==> config.mk <==
export PLATFORM = sky130hd
export DESIGN_NAME = remove_cp
export DESIGN_NICKNAME = d
export VERILOG_FILES = /design/src/rtl/remove_cp_pkg.sv /design/src/rtl/remove_cp.sv
export SDC_FILE = /design/constraint.sdc
export NUM_CORES = 1
export LEC_CHECK = 0
export ABC_AREA = 1
export BUFFER_PORTS_ARGS = -buffer_cell sky130_fd_sc_hd__clkbuf_2
export CAP_MARGIN = 20
export CORE_MARGIN = 5
export CORE_UTILIZATION = 52
export CTS_BUF_LIST = sky130_fd_sc_hd__clkbuf_4
export DETAILED_ROUTE_END_ITERATION = 10
export GPL_ROUTABILITY_DRIVEN = 0
export HOLD_SLACK_MARGIN = 0.08
export PLACE_DENSITY = 0.89
export SLEW_MARGIN = 10
export SYNTH_ARGS = -nofsm -noshare
export SYNTH_HDL_FRONTEND = slang
export SYNTH_SLANG_ARGS = --single-unit
==> constraint.sdc <==
create_clock -name CLK_I -period 2.03 [get_ports CLK_I]
set_input_delay 0.406 -clock CLK_I [delete_from_list [all_inputs] [get_ports CLK_I]]
set_output_delay 0.406 -clock CLK_I [all_outputs]
set_load 0.01 [all_outputs]
==> src/rtl/remove_cp_pkg.sv <==
// Shared definitions for OFDM cyclic-prefix handling: default symbol geometry
// and the receive-side CP-removal FSM state encoding.
package remove_cp_pkg;

  localparam int unsigned LCP_DEF     = 16;
  localparam int unsigned NFFT_DEF    = 48;
  localparam int unsigned DW_DEF      = 16;
  localparam int unsigned CW_DEF      = $clog2(LCP_DEF + NFFT_DEF);
  localparam int unsigned SYM_CNT_W   = 16;

  typedef enum logic [1:0] {
    ST_IDLE = 2'd0,
    ST_DROP = 2'd1,
    ST_PASS = 2'd2
  } state_t;

endpackage

==> src/rtl/remove_cp.sv <==
// Receive-side cyclic-prefix removal: drops the first LCP samples of each
// symbol, forwards the NFFT useful samples framed with SOF_O/EOF_O.
module remove_cp
  import remove_cp_pkg::*;
#(
  parameter int unsigned LCP  = LCP_DEF,
  parameter int unsigned NFFT = NFFT_DEF,
  parameter int unsigned DW   = DW_DEF,
  parameter int unsigned CW   = CW_DEF
) (
  input  logic                 CLK_I,
  input  logic                 RST_I,
  input  logic [DW-1:0]        DAT_I_r,
  input  logic [DW-1:0]        DAT_I_i,
  input  logic                 STB_I,
  input  logic                 SOF_I,
  output logic                 ACK_O,
  output logic [DW-1:0]        DAT_O_r,
  output logic [DW-1:0]        DAT_O_i,
  output logic                 STB_O,
  output logic                 SOF_O,
  output logic                 EOF_O,
  input  logic                 ACK_I,
  output logic                 ERR_O,
  output logic [SYM_CNT_W-1:0] SYM_CNT_O
);

  localparam logic [CW-1:0] POS_LAST_CP = CW'(LCP - 1);
  localparam logic [CW-1:0] POS_FIRST   = CW'(LCP);
  localparam logic [CW-1:0] POS_LAST    = CW'(LCP + NFFT - 1);
  // A SOF sample is CP sample 0; with a one-sample CP the next one is useful.
  localparam state_t ST_AFTER_SOF = (LCP == 1) ? ST_PASS : ST_DROP;

  state_t        state, state_n;
  logic [CW-1:0] pos, pos_n;
  logic          xfer;
  logic          load;
  logic          sof_n, eof_n, err_n, cnt_inc;

  // Only PASS can stall, and only when the output register is full and blocked.
  assign ACK_O = (state != ST_PASS) | ~STB_O | ACK_I;
  assign xfer  = STB_I & ACK_O;

  // Next-state, position and output-register load control.
  always_comb begin
    state_n = state;
    pos_n   = pos;
    load    = 1'b0;
    sof_n   = 1'b0;
    eof_n   = 1'b0;
    err_n   = 1'b0;
    cnt_inc = 1'b0;
    unique case (state)
      ST_IDLE: begin
        if (xfer && SOF_I) begin
          pos_n   = CW'(1);
          state_n = ST_AFTER_SOF;
        end
      end
      ST_DROP: begin
        if (xfer) begin
          if (SOF_I && (pos != '0)) begin
            err_n   = 1'b1;
            pos_n   = CW'(1);
            state_n = ST_AFTER_SOF;
          end else begin
            pos_n = pos + CW'(1);
            if (pos == POS_LAST_CP) state_n = ST_PASS;
          end
        end
      end
      ST_PASS: begin
        if (xfer) begin
          if (SOF_I) begin
            err_n   = 1'b1;
            pos_n   = CW'(1);
            state_n = ST_AFTER_SOF;
          end else begin
            load  = 1'b1;
            sof_n = (pos == POS_FIRST);
            eof_n = (pos == POS_LAST);
            if (pos == POS_LAST) begin
              pos_n   = '0;
              cnt_inc = 1'b1;
              state_n = ST_DROP;
            end else begin
              pos_n = pos + CW'(1);
            end
          end
        end
      end
      default: begin
        state_n = ST_IDLE;
        pos_n   = '0;
      end
    endcase
  end

  // State, position and status registers.
  always_ff @(posedge CLK_I) begin
    if (RST_I) begin
      state     <= ST_IDLE;
      pos       <= '0;
      ERR_O     <= 1'b0;
      SYM_CNT_O <= '0;
    end else begin
      state <= state_n;
      pos   <= pos_n;
      ERR_O <= err_n;
      if (cnt_inc) SYM_CNT_O <= SYM_CNT_O + SYM_CNT_W'(1);
    end
  end

  // Single-entry output register; holds until downstream accepts.
  always_ff @(posedge CLK_I) begin
    if (RST_I) begin
      DAT_O_r <= '0;
      DAT_O_i <= '0;
      STB_O   <= 1'b0;
      SOF_O   <= 1'b0;
      EOF_O   <= 1'b0;
    end else if (load) begin
      DAT_O_r <= DAT_I_r;
      DAT_O_i <= DAT_I_i;
      STB_O   <= 1'b1;
      SOF_O   <= sof_n;
      EOF_O   <= eof_n;
    end else if (STB_O && ACK_I) begin
      STB_O <= 1'b0;
      SOF_O <= 1'b0;
      EOF_O <= 1'b0;
    end
  end

endmodule
==> impl_results.md <==
* Die X at 83.0 um
* Min cycle time layout at 1770 ps
* CP max FO at 6
* Area occupied by registers at 0.00120 mm2
* Top Family by Delay on Critical Path: flip-flops
* Multi-input logic area at 0.00137 mm2
* Post-Route WL at 6790 um
* Core area at 0.00514 mm2
* Cell Pwr Density at 829 mW/mm2
* Fin. max-slew vios at 0
* DR vias at 2,749
* CP Class: register to primary output
* Post-synth ARST share at 0%
* Mapped cell area at 0.00277 mm2
* Worst path required time at 1620 ps
* Worst stage delay on the critical path at 420 ps
* Yosys top cell area share at 43.4%
* Post-route DRC violation count at 0
* Max-cap check violation count at 0
* Outcome: finished clean
* Part of the Yosys area used for sequential elements at 43.4%
* I/O pins at 90
* Layout Skew at 19.0 ps
* CP startpoint kind: register
* Global-route wire length before repair at 11,500 um
* Cell taking the most area after synthesis: dfxtp_1
* Site Rows at 26
* Ratio of cells with drive above 1 in the final layout at 24.9%
* Number of synthesized flops with an enable pin at 0
* Grt ovf at 0
* PortBufs at 89
* Final Setup Violations at 0
* Worst EP arrival at 1360 ps
* HPWL Detailed at 5190 um
* Leak Pwr at 1.47 nW
* Tot Pwr at 0.00283 W
* CTS clk-pin slew, worst paths at 100 ps
* Worst skew pair latency at 380 ps
* WP buf/inv at 2
* Post-Synthesis Net Count at 442
* H-tree depth at 3
* Initial antenna violation count at 0
* Worst r2r src: state[1]
* Final Cycle Share at 87.1%
* Post-synth top cells: nand2_1 (136), dfxtp_1 (60), a21oi_1 (50)
* Gr usage total at 20.0%
* Nets@finish at 533
* Initial drt markers at 100
* Worst min-delay path category: input pin to register
* Synth area leaders: dfxtp_1 (43%), nand2_1 (18%), a21oi_1 (9.0%), nor2_1 (4.7%), inv_1 (4.5%)
* DR vias/cell at 4.88
* Synthesized area per cell at 6.98 um2
* Initial cell density of the core at 53.9%
* CP startpoint: state[0]
* Total of fill cells in the finished design at 489
* Ys Warns at 0
* Setup tns final at 0 ps
* CTS Buf Count at 9
* Max-slew headroom at 68.9%
* Clk sink count at 60
* CTS tree: built
* Die ar. at 0.00689 mm2
* Antenna Cells at 0
* Cell variety after synth at 31
* Vias in the first global route at 2,604
* Die span in y at 83.0 um
* Most common cell in the netlist: nand2_1
* Gate Count Post-Synth at 397
* Pin count of the biggest net entering global routing at 33
* Slew @ Worst Pin at 463 ps
* Routed Antenna Nets at 0
* RSZ-0062 raised after global routing: no
* Crit-path cells: inv_1, ha_2, nand3_1, clkbuf_2
* F_max at 0.566 GHz
* Root Buffer: clkbuf_4
* Worst vdd ir at 0.000495 V
* Synthesized flop and latch total at 60
* Hold Buf Count CTS at 0
* First-pass iteration count of the detailed router at 5
* Clk buf depth at 2
* Critical path's slowest cell: dfxtp_1
* Worst Setup End Kind: primary output
* Drt wl/cell at 12.1 um
* Hold Crit Start: DAT_I_r[4]
* Area Overhead vs Synth at 23.1%
* Final hold violation count at 0
* Ys flop type: dfxtp_1
[where the power goes]
part	total [W]	switching (W)	internal, W	leakage [nW]
Clock	0.000812	0.000414	0.000398	0.0766
Sequential	0.00132	0.0000704	0.00125	0.484
Combinational	0.000693	0.000433	0.000260	0.907
[placed cells by master (no fill, tap or decap), types with 2 or more instances in the layout]
master,synthesis,layout
dfxtp_1,60,60
nor2_4,2,2
nor2_2,3,3
buf_4,1,5
ha_1,8,7
clkinv_2,0,3
a21oi_1,50,50
nand2_1,136,136
o21ai_0,6,6
xor2_1,2,2
o21ai_1,5,5
nor2_1,35,35
nor3_1,9,9
nand3_1,17,17
nor3b_1,2,2
clkbuf_2,0,89
clkbuf_4,0,11
nand4_1,4,4
inv_1,33,33
[layer usage]
metal	share of wire, %	GRT usage [%]	vias up
met3	6.5	5.45	10
met1	41	22.0	1214
met5	0	0	-
met2	51	35.1	80
met4	1.8	10.1	0
li1	-	-	1445
[registers in the layout, summed over array words and instances, names as in the netlist]
register   cells
DAT_O_i       16
SYM_CNT_O     16
state          2
pos            6
EOF_O          1
STB_O          1
SOF_O          1
ERR_O          1
DAT_O_r       16
[cell families (layout without fill, tap and decap cells)]
| kind of cell | after synthesis | in the layout | synth area share, % |
|---|---|---|---|
| xor gates and xnor gates | 3 | 3 | 0.949 |
| buffers and inverters | 49 | 145 | 7.27 |
| DFF | 60 | 60 | 43.4 |
| AOI/OAI and AO/OA | 63 | 63 | 11.6 |
| adders and majority gates | 8 | 8 | 3.61 |
| and+or+nand+nor | 214 | 214 | 33.2 |
[final timing paths]
kind | endpoint | slack, ps | cells past startpoint
worst max-delay path | ACK_O | 260 | 4
worst min register to register | DAT_O_r[10] | 470 | 2
worst min-delay path | DAT_O_r[4] | 230 | 3
worst max register to register | pos[3] | 280 | 11
[metrics by stage]
| stage | cell area, um2 | hold WS [ps] | util, % | worst slack (ps) | cells |
|---|---|---|---|---|---|
| global route | 3410 | 198 | 66.4 | 57.3 | 563 |
| detailed placement | 3270 | 457 | 63.7 | 248 | 547 |
| CTS | 3410 | 213 | 66.3 | 141 | 563 |
| finish | 3410 | 233 | 66.4 | 262 | 563 |
| floorplan | 2770 | 483 | - | 369 | 397 |
| global placement | 3270 | 452 | 63.7 | 340 | 547 |
[timing repair]
item,in CTS,in global routing
buffers inserted,0,0
setup endpoints to repair,0,3
resized for setup,0,1
[worst min-delay path, cell delays in order]
cell	delay (ps)
clkbuf_2	80
nand2_1	50
a21oi_1	50
[final cells by class]
type / instances / area share [%]
clock buffers: 11 / 2.42
clock inverters: 5 / 1.54
inverters: 35 / 3.93
multi-input cells: 288 / 40.2
flip-flops and latches: 60 / 35.2
well taps: 70 / 2.57
repair buffers: 94 / 14.2
(Power assumes the default switching activity.)
